[src/rtl/m_count_ones_seq.sv]
// Time-multiplexed popcount of a DATA_WIDTH word using one shared CHUNK_WIDTH-bit counter.
// Optional feature macro: COUNT_ONES_SEQ_THRESH_EN (adds i_thresh / o_over threshold compare).

module m_count_ones #(
    parameter int WIDTH = 42,
    parameter int CNT_W = $clog2(WIDTH + 1)
) (
    input  logic [WIDTH-1:0] data,
    output logic [CNT_W-1:0] count
);

    always_comb begin
        count = '0;
        for (int i = 0; i < WIDTH; i++) begin
            count = count + CNT_W'(data[i]);
        end
    end

endmodule

module m_count_ones_seq #(
    parameter int DATA_WIDTH  = 240,
    parameter int CHUNK_WIDTH = 42,
    localparam int CW         = $clog2(DATA_WIDTH + 1)
) (
    input  logic                  i_clk,
    input  logic                  i_rst,
    input  logic                  i_valid,
    output logic                  o_ready,
    input  logic [DATA_WIDTH-1:0] i_data,
    output logic                  o_valid,
    input  logic                  i_ready,
    output logic [CW-1:0]         o_count,
`ifdef COUNT_ONES_SEQ_THRESH_EN
    input  logic [CW-1:0]         i_thresh,
    output logic                  o_over,
`endif
    output logic                  o_busy
);

    localparam int N    = (CHUNK_WIDTH < 1) ? 1 : (DATA_WIDTH + CHUNK_WIDTH - 1) / CHUNK_WIDTH;
    localparam int PADW = N * CHUNK_WIDTH;
    localparam int IW   = (N > 1) ? $clog2(N) : 1;
    localparam int PW   = $clog2(CHUNK_WIDTH + 1);

    generate
        if (CHUNK_WIDTH < 1 || CHUNK_WIDTH > DATA_WIDTH) begin : g_bad_chunk
            $error("m_count_ones_seq: CHUNK_WIDTH must be in 1..DATA_WIDTH");
        end
    endgenerate

    typedef enum logic [1:0] {IDLE, RUN, DONE} state_t;

    state_t          state;
    logic [PADW-1:0] data_r;
    logic [IW-1:0]   idx;
    logic [CW-1:0]   acc;
    logic [PW-1:0]   chunk_cnt;
    logic [CW-1:0]   sum;
`ifdef COUNT_ONES_SEQ_THRESH_EN
    logic [CW-1:0]   thresh_r;
`endif

    // The word is shifted down one chunk per RUN cycle, so the counter always sees the low bits;
    // padding bits above DATA_WIDTH are zero from the load.
    m_count_ones #(.WIDTH(CHUNK_WIDTH), .CNT_W(PW)) u_count (
        .data  (data_r[CHUNK_WIDTH-1:0]),
        .count (chunk_cnt)
    );

    assign sum = acc + CW'(chunk_cnt);

    always_ff @(posedge i_clk or posedge i_rst) begin
        if (i_rst) begin
            state    <= IDLE;
            data_r   <= '0;
            idx      <= '0;
            acc      <= '0;
            o_ready  <= 1'b1;
            o_valid  <= 1'b0;
            o_count  <= '0;
            o_busy   <= 1'b0;
`ifdef COUNT_ONES_SEQ_THRESH_EN
            thresh_r <= '0;
            o_over   <= 1'b0;
`endif
        end else begin
            case (state)
                IDLE: begin
                    if (i_valid && o_ready) begin
                        data_r   <= PADW'(i_data);
                        idx      <= '0;
                        acc      <= '0;
                        o_ready  <= 1'b0;
                        o_busy   <= 1'b1;
`ifdef COUNT_ONES_SEQ_THRESH_EN
                        thresh_r <= i_thresh;
`endif
                        state    <= RUN;
                    end
                end
                RUN: begin
                    data_r <= data_r >> CHUNK_WIDTH;
                    idx    <= idx + IW'(1);
                    acc    <= sum;
                    if (idx == IW'(N - 1)) begin
                        o_count <= sum;
                        o_valid <= 1'b1;
`ifdef COUNT_ONES_SEQ_THRESH_EN
                        o_over  <= (sum >= thresh_r);
`endif
                        state   <= DONE;
                    end
                end
                DONE: begin
                    // o_ready stays low on the completing edge; a new word waits for IDLE.
                    if (i_ready) begin
                        o_valid <= 1'b0;
                        o_ready <= 1'b1;
                        o_busy  <= 1'b0;
`ifdef COUNT_ONES_SEQ_THRESH_EN
                        o_over  <= 1'b0;
`endif
                        state   <= IDLE;
                    end
                end
                default: state <= IDLE;
            endcase
        end
    end

endmodule
[config.mk]
export PLATFORM = sky130hd
export DESIGN_NAME = m_count_ones_seq
export DESIGN_NICKNAME = d
export VERILOG_FILES = /design/src/rtl/m_count_ones_seq.sv
export SDC_FILE = /design/constraint.sdc
export NUM_CORES = 1
export LEC_CHECK = 0
export CORE_MARGIN = 2
export CORE_UTILIZATION = 31
export DETAILED_ROUTE_END_ITERATION = 10
export RECOVER_POWER = 100
export SKIP_LAST_GASP = 1
export SYNTH_ARGS = -nofsm -noshare
export SYNTH_HDL_FRONTEND = slang
export SYNTH_SLANG_ARGS = --single-unit
[constraint.sdc]
create_clock -name i_clk -period 10.3 [get_ports i_clk]
set_input_delay 2.06 -clock i_clk [delete_from_list [all_inputs] [get_ports i_clk]]
set_output_delay 2.06 -clock i_clk [all_outputs]
set_load 0.05 [all_outputs]
==> impl_metrics.tcl <==
set metrics [dict create \
    syn_nets 1800 \
    dp_slack_ns 3.65 \
    yosysMostFrequentCell "nand2_1" \
    dpl.hpwl_um 25900 \
    synth_area_leaders "dfrtp_1 (51%), nand2_1 (14%), a31oi_1 (8.3%)" \
    post-cts-setup-buffer-count 0 \
    grt_pass1_wl_um 59500 \
    gp_congestion 0.832 \
    maxCapViolations 6 \
    areaGrowthSynthToFinish_pct 27.7 \
    syn_area_mm2 0.0129 \
    worstHoldStart "o_count[2]" \
    worst_pin_slew_ns 5.78 \
    finalHoldViolCount 0 \
    slew_headroom_pct -287 \
    critPathKind "input pin to register" \
    globalRouteOverflowTotal 0 \
    placed_cell_area_mm2 0.0156 \
    period_needed_ns 7.67 \
    nets 1989 \
    antenna_found_initial 6 \
    synth_cell_types 33 \
    syn_area_per_cell_um2 8.60 \
    status "finished with violations" \
    cts_buffers 30 \
    violations "max-capacitance violations, max-slew violations" \
    cts.sinks 264 \
    clockBufferDepth 3 \
    finalSetupViolCount 0 \
    maxSlewViolCount 669 \
    yosysTopAreaCell "dfrtp_1" \
    yosys_most_used_dff "dfrtp_1" \
    dp.cells 2192 \
    ant_nets 0 \
    fin_skew_ns 0.0110 \
    rsz0062_at_grt "no" \
    numPortBuffers 254 \
    yosys-top-cells-count "nand2_1 (471), dfrtp_1 (263), nor2_1 (202)" \
    hold_path_class "register to register" \
    grt_usage_pct 17.4 \
    async_flop_share_pct 100 \
    ys_ff_latch 264 \
    drtIter0Drc 732 \
    wire_per_inst_um 17.0 \
    p_leak_nw 7.32 \
    pwr_density_cell_mw_per_mm2 132 \
    fin_cells 2242 \
    path_clk_slew_ns 0.06 \
    setup_tns_ns 0 \
    grt_pass1_vias 10500 \
    fmax_ghz 0.130 \
    yosys.area.top_type_share_pct 50.9 \
    tritoncts "built" \
    cp-startpoint "i_valid" \
    setup_slack_ns 2.63 \
    crit_fanout 114 \
    cp.arrival_ns 8.14 \
    route.detailed.drc 0 \
    ios 255 \
    cp.required_ns 10.76 \
    synth_edf_count 0 \
    synth_cells 1503 \
    coreArea_mm2 0.0410 \
    dieArea_mm2 0.0434 \
    worstSkewPairLatency_ns 0.56 \
    vias_per_cell 4.85 \
    wl_um 38000 \
    fin_crit_sh_pct 74.5 \
    r2r-start "data_r[0]" \
    ir_worst_vdd_mv 0.117 \
    clockRootBuffer "clkbuf_16" \
    start_util_pct 31.5 \
    vias 10900 \
    design_area_mm2 0.0165 \
    fp.dieW_um 208 \
    nFillCells 4129 \
    firstDrtPassIters 5 \
    grt_max_degree 224 \
    rows 74 \
    drive_above_1_share_pct 3.16 \
    cp-end-kind "register" \
    synth_warnings 0 \
    whs_ns 0.474 \
    htree_levels 1 \
    fp.dieH_um 208 \
    cts_hold_buf 0 \
    ys_seq_area_share_pct 51.1 \
    reg2reg_setup_slack_ns 3.66 \
    cts_resized 0 \
    cp-start-kind "input pin" \
]
placed cells by master, fill, tap and decap left out, types with 19 or more instances in the layout:
cell type	netlist	layout
clkbuf_16	0	31
a21oi_1	36	36
clkdlybuf4s50_1	0	241
nor2_1	202	202
o21ai_0	43	43
inv_1	72	71
nand3_1	52	52
dfrtp_1	263	263
nand2_1	471	471
fa_1	34	34
ha_1	19	19
a31oi_1	171	171
flip-flops by register name, indices dropped and copies added (netlist names):
register  flops
idx           3
acc           8
o_valid       1
o_ready       1
state         2
data_r      240
o_count       8
o_busy        1
power by group:
group	switching, mW	leakage, nW	internal, mW
registers	0	2.59	1.04
logic	0.0404	4.28	0.0815
clock network	0.420	0.445	0.594
total	0.460	7.32	1.71
critical path, cell delays in order:
cell           delay (ns)
dlygate4sd3_1        0.57
nand2b_2             0.07
nor3b_1              0.28
clkbuf_1             3.62
buf_4                1.10
nand2_1              0.14
a31oi_1              0.22
cells by family after synthesis:
group | count (synthesis) | synth area share [%]
and+or+nand+nor | 733 | 22.1
xor gates and xnor gates | 8 | 0.542
muxes | 2 | 0.174
adders and majority gates | 53 | 7.10
AOI/OAI and AO/OA | 265 | 12.2
DFF | 264 | 51.1
buffers and inverters | 178 | 6.79
routing by layer:
layer | part of all wire, % | vias to the layer above | global-route usage, %
met5 | 0.11 | - | 0
met4 | 2.1 | 6 | 4.19
met3 | 6.3 | 49 | 3.35
met2 | 45 | 303 | 26.8
met1 | 46 | 5208 | 25.2
li1 | - | 5297 | -
final timing paths:
check	end	cells past startpoint
max in group asynchronous	data_r[225]	3
worst min register to register	o_count[2]	2
worst min-delay path	o_count[2]	2
worst max-delay path	data_r[178]	7
worst max register to register	acc[7]	21
min in group asynchronous	data_r[231]	2
cell type report:
cell class | instances | area, um2 | share of cell area [%]
flip-flops and latches | 264 | 6610 | 40.0
inverters | 72 | 272 | 1.64
repair buffers | 263 | 2610 | 15.8
clock buffers | 42 | 857 | 5.19
well taps | 532 | 666 | 4.03
diodes | 3 | 7.51 | 0.0455
clock inverters | 5 | 52.6 | 0.318
multi-input cells | 1061 | 5440 | 33.0
through the flow:
step | power (mW) | util [%]
2_1_floorplan | 1.07 | -
4_1_cts | 2.21 | 40.4
3_3_place_gp | 1.18 | 38.1
5_1_grt | 2.26 | 40.3
3_5_place_dp | 1.18 | 38.1
6_report | 2.17 | 40.3
No activity file was read; power rests on OpenSTA's default activity.
